File: src/rtl/subtractor_serial.sv
// Multi-cycle ripple-borrow subtractor: d = a - b - bin, DIGIT bits per RUN cycle.
// Optional signed-overflow output enabled by defining SUBTRACTOR_SERIAL_OVF_EN.
module subtractor_serial #(
    parameter int WIDTH = 8,
    parameter int DIGIT = 1
) (
    input  logic             clk,
    input  logic             rst_n,
    input  logic             in_valid,
    output logic             in_ready,
    input  logic [WIDTH-1:0] a,
    input  logic [WIDTH-1:0] b,
    input  logic             bin,
    output logic             out_valid,
    input  logic             out_ready,
    output logic [WIDTH-1:0] d,
    output logic             bout,
`ifdef SUBTRACTOR_SERIAL_OVF_EN
    output logic             ovf,
`endif
    output logic [1:0]       dbg_state
);
    // Handshakes: a transfer happens on a rising edge where valid && ready are both high;
    // valid must hold its data until that edge, ready never depends combinationally on valid.

    localparam int STEPS = WIDTH / DIGIT;
    localparam int CW    = (STEPS > 1) ? $clog2(STEPS) : 1;

    typedef enum logic [1:0] {
        IDLE = 2'd0,
        RUN  = 2'd1,
        DONE = 2'd2
    } state_t;

    state_t           state_q;
    logic [WIDTH-1:0] a_q;
    logic [WIDTH-1:0] b_q;
    logic [WIDTH-1:0] d_q;
    logic             borrow_q;
    logic             bout_q;
    logic             in_ready_q;
    logic             out_valid_q;
    logic [CW-1:0]    cnt_q;

    logic [DIGIT:0]   dig_d;
    logic [WIDTH-1:0] d_shift_d;
    logic             last_step_d;

    // The extra top bit of the digit difference goes negative exactly when a borrow is needed.
    assign dig_d       = {1'b0, a_q[DIGIT-1:0]} - {1'b0, b_q[DIGIT-1:0]} - {{DIGIT{1'b0}}, borrow_q};
    assign last_step_d = (cnt_q == CW'(STEPS - 1));

    generate
        if (DIGIT == WIDTH) begin : g_full
            assign d_shift_d = dig_d[DIGIT-1:0];
        end else begin : g_shift
            assign d_shift_d = {dig_d[DIGIT-1:0], d_q[WIDTH-1:DIGIT]};
        end
    endgenerate

`ifdef SUBTRACTOR_SERIAL_OVF_EN
    logic ovf_q;
    logic ovf_d;
    // On the last step the low digit of a_q/b_q holds the operand MSBs.
    assign ovf_d = (a_q[DIGIT-1] != b_q[DIGIT-1]) && (dig_d[DIGIT-1] != a_q[DIGIT-1]);
    assign ovf   = ovf_q;
`endif

    always_ff @(posedge clk or negedge rst_n) begin
        if (!rst_n) begin
            state_q     <= IDLE;
            a_q         <= '0;
            b_q         <= '0;
            d_q         <= '0;
            borrow_q    <= 1'b0;
            bout_q      <= 1'b0;
            in_ready_q  <= 1'b1;
            out_valid_q <= 1'b0;
            cnt_q       <= '0;
`ifdef SUBTRACTOR_SERIAL_OVF_EN
            ovf_q       <= 1'b0;
`endif
        end else begin
            case (state_q)
                IDLE: begin
                    if (in_valid && in_ready_q) begin
                        a_q        <= a;
                        b_q        <= b;
                        borrow_q   <= bin;
                        cnt_q      <= '0;
                        in_ready_q <= 1'b0;
                        state_q    <= RUN;
                    end
                end
                RUN: begin
                    d_q      <= d_shift_d;
                    borrow_q <= dig_d[DIGIT];
                    a_q      <= a_q >> DIGIT;
                    b_q      <= b_q >> DIGIT;
                    if (last_step_d) begin
                        cnt_q       <= '0;
                        bout_q      <= dig_d[DIGIT];
                        out_valid_q <= 1'b1;
                        state_q     <= DONE;
`ifdef SUBTRACTOR_SERIAL_OVF_EN
                        ovf_q       <= ovf_d;
`endif
                    end else begin
                        cnt_q <= cnt_q + CW'(1);
                    end
                end
                DONE: begin
                    if (out_ready) begin
                        out_valid_q <= 1'b0;
                        in_ready_q  <= 1'b1;
                        state_q     <= IDLE;
                    end
                end
                default: begin
                    in_ready_q  <= 1'b1;
                    out_valid_q <= 1'b0;
                    state_q     <= IDLE;
                end
            endcase
        end
    end

    assign in_ready  = in_ready_q;
    assign out_valid = out_valid_q;
    assign d         = d_q;
    assign bout      = bout_q;
    assign dbg_state = state_q;

endmodule

File: config.mk
export PLATFORM = sky130hd
export DESIGN_NAME = subtractor_serial
export DESIGN_NICKNAME = d
export VERILOG_FILES = /design/src/rtl/subtractor_serial.sv
export SDC_FILE = /design/constraint.sdc
export NUM_CORES = 1
export LEC_CHECK = 0
export CAP_MARGIN = 20
export CORE_ASPECT_RATIO = 1.4
export CORE_MARGIN = 1.5
export CORE_UTILIZATION = 40
export DETAILED_ROUTE_END_ITERATION = 6
export HOLD_SLACK_MARGIN = 0.05
export PLACE_DENSITY_LB_ADDON = 0.15
export SYNTH_ARGS = -nofsm -noshare
export SYNTH_HDL_FRONTEND = slang
export SYNTH_SLANG_ARGS = --single-unit
export TNS_END_PERCENT = 20
File: constraint.sdc
create_clock -name clk -period 1.6 [get_ports clk]
set_clock_uncertainty 0.05 [all_clocks]
set_input_delay 0.16 -clock clk [delete_from_list [all_inputs] [get_ports clk]]
set_output_delay 0.16 -clock clk [all_outputs]
set_load 0.03 [all_outputs]
[Word level (Yosys, flattened, before mapping)]
Index checks and enable logic that the tools add are counted.
Cells by class
  muxes and demuxes: 19
  reduce and logical (&&, ||, !) cells: 8
  $add $sub $neg: 3
  equality and inequality tests: 6
  bitwise operators: 2
Operators by type and width (count)
  $pmux 8 s2: 2
  $mux 8: 2
  $reduce_and 3->1: 3
  $mux 2: 3
  $mux 3: 2
  $ne 2x2->1 const B: 3
  $pmux 1 s3: 2
  $pmux 2 s3: 1
  $pmux 3 s2: 1
  $mux 1: 5
  $reduce_and 2->1: 2
  $add 3x1->3 const B: 1
  $eq 3x3->1 const B: 1
  $eq 2x1->1 const B: 1
  $eq 2x2->1 const B: 1
  $logic_not 2->1: 1
  $not 1->1: 2
  $pmux 1 s2: 1
  $reduce_bool 2->1: 1
  $sub 1x1->2: 1
  $sub 2x1->2: 1
  $logic_and 1x1->1: 1
Storage, ports and cells
  input bits: 21
  output and inout bits: 13
  word-level logic and storage cells: 47
  register bits after elaboration: 33

[Depth between registers and ports, before layout]
Gate-level depths: netlist of run 1.
  depth in word-level cells: 3
  depth in mapped cells: 6
  gate-level depth less buffers: 4

[Worst setup path before layout of run 1]
OpenSTA, ideal clock, no wires.
  path type: register to register
  start point: reg state_q[0] (netlist: dbg_state[0])
  end point: reg d_q[4] (netlist: d[4])
  arrival time: 1.419 ns
  library setup time: 0.125 ns
  period minus slack after synthesis: 1.594 ns
  stages on the path, launching flop included: 6
  setup slack: 0.006 ns
  cell sequence: dfrtp_1 buf_4 nor2b_4 buf_6 buf_6 mux2_4
On the way
  cells in the longest elaborated chain, start to end: 1
RTL lines
  start: declaration: line 35  | state_t state_q;
  start signal: assignment: line 71  | state_q <= IDLE;
  start signal: assignment: line 92  | state_q <= RUN;
  start signal: assignment: line 104  | state_q <= DONE;
  $eq 2x1->1: line 84  | case (state_q)
  end signal: assignment: line 96  | d_q <= d_shift_d;
  end: declaration: line 38  | logic [WIDTH-1:0] d_q;
Every way passes these cells.
A chain may end at the register's enable or synchronous reset.

[Worst setup path in the final report of run 1]
  start point: reg state_q[0] (netlist: dbg_state[0])
  end point: out dbg_state[0]
RTL lines
  end: declaration: line 21  | output logic [1:0] dbg_state
No word-level cell between the ends.

==> results of run 1 <==
[routing by layer]
metal	vias up	part of all wire	GRT usage
met3	6	0.046	0.0543
met2	28	0.51	0.256
met5	-	0	0
li1	540	-	-
met1	525	0.43	0.177
met4	0	0.016	0.0585
[synth_stat cells]
| cell type | instances | area, um2 |
|---|---|---|
| sky130_fd_sc_hd__mux2i_1 | 16 | 160 |
| sky130_fd_sc_hd__buf_6 | 5 | 56.3 |
| sky130_fd_sc_hd__buf_4 | 1 | 7.51 |
| sky130_fd_sc_hd__a21oi_1 | 4 | 20.0 |
| sky130_fd_sc_hd__mux2_4 | 1 | 15.0 |
| sky130_fd_sc_hd__nand2_1 | 7 | 26.3 |
| sky130_fd_sc_hd__nor2_1 | 4 | 15.0 |
| sky130_fd_sc_hd__mux2_1 | 7 | 78.8 |
| sky130_fd_sc_hd__fa_1 | 1 | 20.0 |
| sky130_fd_sc_hd__dfrtp_1 | 32 | 801 |
| sky130_fd_sc_hd__clkbuf_1 | 3 | 11.3 |
| sky130_fd_sc_hd__a22o_1 | 3 | 26.3 |
| sky130_fd_sc_hd__ha_1 | 2 | 25.0 |
| sky130_fd_sc_hd__nor2b_4 | 1 | 13.8 |
| sky130_fd_sc_hd__a21oi_2 | 1 | 8.76 |
| sky130_fd_sc_hd__o21ai_1 | 17 | 85.1 |
| sky130_fd_sc_hd__o22a_1 | 1 | 8.76 |
| sky130_fd_sc_hd__mux2_2 | 1 | 11.3 |
| sky130_fd_sc_hd__and4b_1 | 2 | 20.0 |
| sky130_fd_sc_hd__dfstp_2 | 1 | 26.3 |
| sky130_fd_sc_hd__inv_1 | 3 | 11.3 |
| sky130_fd_sc_hd__o21ai_0 | 16 | 80.1 |
| sky130_fd_sc_hd__or2_1 | 1 | 6.26 |
[how the worst max path moves through the flow]
stage	end	cells after the start
5_1_grt	dbg_state[0]	1
3_5_place_dp	a_q[1]	5
2_1_floorplan	d[4]	5
3_3_place_gp	a_q[1]	5
6_report	dbg_state[0]	1
4_1_cts	dbg_state[0]	1
[state kept, by name, indices dropped and copies added, names as in the netlist]
signal,cells
a_q,8
b_q,8
d,8
cnt_q,3
dbg_state,2
borrow_q,1
bout,1
in_ready,1
out_valid,1
[worst register-to-register path, delay by kind of cell, from the launching register on]
family,cells,cell delay (ns)
flops,1,0.40
mux,1,0.32
simple gates,1,0.10
fa+ha+maj,2,0.43
[cell type report]
class | count | area, um2 | share of cell area
flip-flops and latches | 33 | 827 | 0.407
multi-input cells | 85 | 621 | 0.305
repair buffers | 42 | 407 | 0.200
clock buffers | 7 | 86.3 | 0.0424
well taps | 42 | 52.6 | 0.0258
clock inverters | 1 | 30.0 | 0.0148
inverters | 3 | 11.3 | 0.00554
[metrics by stage]
step / cell area, um2 / std cells / power (mW) / hold WS [ns] / worst slack [ns]
2_1_floorplan: 1530 / 130 / 2.40 / -0.186 / 0.00630
4_1_cts: 2030 / 213 / 3.72 / 0.235 / 0.0257
3_5_place_dp: 1920 / 205 / 2.90 / 0.425 / 0.0735
3_3_place_gp: 1920 / 205 / 2.85 / 0.425 / 0.120
6_report: 2030 / 213 / 3.67 / 0.221 / 0.0459
5_1_grt: 2030 / 213 / 3.92 / 0.258 / 0.000532
[report_power, final]
part | total, mW | switching (mW) | internal (mW)
clock | 0.806 | 0.298 | 0.507
sequential | 1.38 | 0.198 | 1.18
combinational | 1.48 | 0.753 | 0.726
[cells by family (layout without fill, tap and decap cells)]
kind of cell	after synthesis	count (layout)	synth area share
AOI/OAI and AO/OA	42	42	0.149
DFF	33	33	0.539
muxes	25	25	0.173
and+or+nand+nor	15	15	0.0530
buffers and inverters	12	53	0.0563
adders and majority gates	3	3	0.0294
[what timing repair did]
item,in CTS,in global routing
endpoints found under the setup margin,1,0
resized for setup,1,0
buffers inserted,0,0
==> results.md, run 1 <==
- Filler Cell Count: 329
- Unrepaired setup endpoints after global routing: false
- First-pass DRT Iterations: 4
- Number of port buffers: 33
- Routed WL: slightly below 3 mm
- Overflow left after global routing: 0
- Crit-path max cell delay: between 0.6 and 0.7 ns
- Worst slew margin: 0.722
- Post-Synthesis Mean Instance Area: 11.8 um2
- Run status: finished clean
- Total half-perimeter wirelength after legalization and detailed placement: approximately 2.1 mm
- Count of H-tree levels built during CTS: 2
- Transition at the pin with the smallest max-transition slack: 0.416 ns
- Fraction of the yosys area taken by sequential cells: 0.539
- Maximum ir drop on the vdd rail: between 1 and 1.5 mV
- Total DRC errors in the routed layout: 0
- Area of the core: around 3700 um2
- Sort of element at the end of the critical path: output port
- Core Rows: 26
- Critical path data required time: 1.39 ns
- Clock edge transition at the registers on the reported setup and hold paths: approximately 0.07 ns
- Final core utilization: 0.553
- Most common cell after layout, fill and taps aside: sky130_fd_sc_hd__dfrtp_1
- Post-synthesis instance area: 1530 um2
- Final Max Tran Viols: 0
- Number of maximum-capacitance constraint violations: 0
- Maximum count of clock buffers along a single path: 2
- Fraction of the cycle the final worst path needs: 0.971
- Nets: between 150 and 200
- Series of cell instances along the critical path: clkdlybuf4s50_1
- Area added between synthesis and finish: 32.6%
- Reg-to-reg endpoint: bout
- Worst Path Buf+Inv: 1
- Total vias in the final route: approximately 1100
- Clock tree root buffer cell: sky130_fd_sc_hd__clkbuf_8
- Launching element type of the critical path: register
- Share of cells above drive strength 1: 0.129
- Power per cell area: between 1500 and 2000 nW/um2
- Final TNS setup: 0 ns
- R2R cell count: 4
- Starting DRT DRC Count: 17
- Number of diodes: 0
- Via count of the first global-routing pass: around 1100
- All-Layer GR Usage: 0.153
- Initial standard-cell utilization of the core: 0.417
- Last weighted congestion value of the routability-driven placer: slightly above 0.7
- Count of yosys warnings during synthesis: 0
- Post-synth net total: 154
- Routed Antenna Nets: 0
- TritonCTS clock tree: yes
- Hold Crit Class: in2async
- Total leakage power: a little under 0.9 nW
- Worst reg-to-reg setup slack: ~0.17 ns
- Number of library cell types mapped by synthesis: 23
- Largest fanout on the critical path: 3
- Io pins: 34
- Startpoint of the lowest-slack register-to-register path: cnt_q[0]
- Worst setup startpoint: dbg_state[0]
- Number of antenna violations at the first check in global routing: 0
- Horiz. Die Dim: between 50 and 60 um
- Kind of critical path: reg2out
- Final-report hold violation count: 0
- Average detailed-routed wire length per instance: roughly 14 um
- Global-route wire length before repair: about 5.1 mm
- Die area: approximately 4200 um2
- Maximum number of pins on one net before global-route repair: 34
- Final Setup Violations: 0
- Cell family with most CP delay: buffers and inverters
- Post-layout minimum cycle time: 1.55 ns
- Hold-fix buffer count after cts: 0
- Number of instances in the synthesized netlist: 130
- Vias per cell: 5.16
- CTS sink cnt: 33
- Die height: approximately 76 um
- Max frequency: about 640 MHz
- Commonest cells after routing, fill and taps aside: sky130_fd_sc_hd__dfrtp_1 (32), sky130_fd_sc_hd__clkdlybuf4s50_1 (31), sky130_fd_sc_hd__o21ai_1 (17), sky130_fd_sc_hd__mux2i_1 (16), sky130_fd_sc_hd__o21ai_0 (16)
- CTS buffer count: 5
- Flip-flop and latch count after synthesis: 33
- Clock latency at the later pin of the worst-skew pair: 0.28 ns
- Critical-path cell with the highest stage delay: sky130_fd_sc_hd__clkdlybuf4s50_1
- Arrival @ worst endpoint: roughly 1.3 ns
(Power assumes the default switching activity.)
==> run 2: changes to the inputs <==
- clock period: 1.6 -> 1.9 ns (I/O delays scaled with it)
==> results.md, run 2 (same netlist as run 1, synthesis figures left out) <==
- Number of non-filler instances in the completed layout: 210 (-1.4%)
- Standard cell area after detailed placement: 1890 um2 (-1.3%)
- Last weighted congestion value of the routability-driven placer: 0.727 (+1.5%)
- Total half-perimeter wirelength after legalization and detailed placement: 2.10 mm (-0.10%)
- Sort of element at the end of the critical path: output port
- Overflow left after global routing: 0 (unchanged)
- Area of all placed cells without fillers: 1980 um2 (-2.6%)
- TritonCTS clock tree: yes
- Routed Antenna Nets: 0 (unchanged)
- Maximum number of pins on one net before global-route repair: 34 (unchanged)
- All-Layer GR Usage: 0.150 (-0.00298)
- Post-layout minimum cycle time: 1.80 ns
- Hold_ws: 0.257 ns (+0.0358 ns)
- Arrival @ worst endpoint: 1.56 ns (+0.22 ns)
- Series of cell instances along the critical path: clkdlybuf4s50_1
- Starting DRT DRC Count: 24 (+7)
- Fraction of the cycle the final worst path needs: 0.946
- Final Max Tran Viols: 0 (unchanged)
- Final-report hold violation count: 0 (unchanged)
- Launching element type of the critical path: register
- Final core utilization: 0.539 (-0.0143)
- Transition at the pin with the smallest max-transition slack: 0.416 ns (-0.000169 ns)
- Routed WL: 2.88 mm (-1.5%)
- Count of H-tree levels built during CTS: 2 (unchanged)
- Routed length on met3: 125 um (-6.7%)
- Hold Crit Class: in2async
- Via count of the first global-routing pass: 1130 (+0.089%)
- Kind of critical path: reg2out
- Power per cell area: 1460 nW/um2 (-19%)
- Largest fanout on the critical path: 7 (+4)
- Number of port buffers: 33 (unchanged)
- Final Setup Violations: 0 (unchanged)
- Core Rows: 26 (unchanged)
- Unrepaired setup endpoints after global routing: false
- Total DRC errors in the routed layout: 0 (unchanged)
- Post-Place Cells: 203 (-0.98%)
- Vias per cell: 5.24 (+1.5%)
- Clock latency at the later pin of the worst-skew pair: 0.28 ns (about the same)
- Crit-path max cell delay: 0.69 ns (about the same)
- Post-CTS setup buffer count: 0 (unchanged)
- Wire length on met2: 1.47 mm (-1.7%)
- Nets: 192 (-1.0%)
- CTS buffer count: 5 (unchanged)
- Worst slew margin: 0.723 (about the same)
- Area added between synthesis and finish: 29.2%
- Critical path data required time: 1.66 ns (+0.27 ns)
- Clock edge transition at the registers on the reported setup and hold paths: 0.06 ns (about the same)
- Clock tree root buffer cell: sky130_fd_sc_hd__clkbuf_8
- Number of antenna violations at the first check in global routing: 0 (unchanged)
- Max frequency: 557 MHz
- Area of the core: 3680 um2 (unchanged)
- Final TNS setup: 0 ns (unchanged)
- Total leakage power: 0.845 nW (-4.0%)
- Most common cell after layout, fill and taps aside: sky130_fd_sc_hd__clkdlybuf4s50_1
- Share of cells above drive strength 1: 0.113 (-0.0156)
- Critical-path cell with the highest stage delay: sky130_fd_sc_hd__clkdlybuf4s50_1
- Cell family with most CP delay: buffers and inverters
- Total power after layout: 2.89 mW (-21%)
- CTS sink cnt: 33 (unchanged)
- Commonest cells after routing, fill and taps aside: sky130_fd_sc_hd__clkdlybuf4s50_1 (33), sky130_fd_sc_hd__dfrtp_1 (31), sky130_fd_sc_hd__o21ai_1 (17), sky130_fd_sc_hd__mux2i_1 (16), sky130_fd_sc_hd__o21ai_0 (16)
- Initial standard-cell utilization of the core: 0.417 (unchanged)
- Final critical-path setup slack: 0.103 ns (+0.0573 ns)
- Sum of routed wire segments on met1: 1.22 mm (-1.8%)
- Global-route wire length before repair: 4.99 mm (-1.6%)
- Post-CTS resize count: 1 (unchanged)
- Maximum count of clock buffers along a single path: 2 (unchanged)
- Worst Path Buf+Inv: 1 (unchanged)
- Top sig layer: met4
- Die height: 76.3 um (unchanged)
- Number of diodes: 0 (unchanged)
- Worst slack at placement: 0.232 ns (+0.158 ns)
- Hold-fix buffer count after cts: 0 (unchanged)
- Die area: 4220 um2 (unchanged)
- Horiz. Die Dim: 55.3 um (unchanged)
- Filler Cell Count: 340 (+3.3%)
- Run status: finished clean
- Maximum ir drop on the vdd rail: 0.865 mV (-19%)
- Average detailed-routed wire length per instance: 13.7 um (about the same)
- Io pins: 34 (unchanged)
- First-pass DRT Iterations: 4 (unchanged)
- Number of maximum-capacitance constraint violations: 0 (unchanged)
- Total vias in the final route: 1100 (+0.091%)
run 2: power breakdown:
| group | total [mW] | internal (mW) | switching [mW] |
|---|---|---|---|
| logic | 1.19 | 0.577 | 0.610 |
| registers | 1.18 | 0.995 | 0.184 |
| clock network | 0.522 | 0.287 | 0.235 |
run 2: per-layer routing:
layer | vias up | track usage
li1 | 535 | -
met1 | 534 | 0.168
met2 | 26 | 0.254
met3 | 5 | 0.0475
met4 | 0 | 0.0732
met5 | - | 0
run 2: final timing paths:
kind,start,endpoint,slack (ns),cells past startpoint
max reg2reg,in_ready,b_q[3],0.40,4
min,rst_n,d[6],0.26,2
max,in_ready,in_ready,0.10,1
min in group clk,d[0],d[0],0.44,1
max in group asynchronous,rst_n,in_ready,1.21,2
min reg2reg,d[0],d[0],0.44,1
run 2: cell type report:
class,count,area (um2),share of cell area
tap,42,52.6,0.0265
sequential,33,828,0.418
clock buffer,7,86.3,0.0436
inverter,3,11.3,0.00568
multi-input combinational,85,621,0.313
timing repair buffer,40,383,0.193
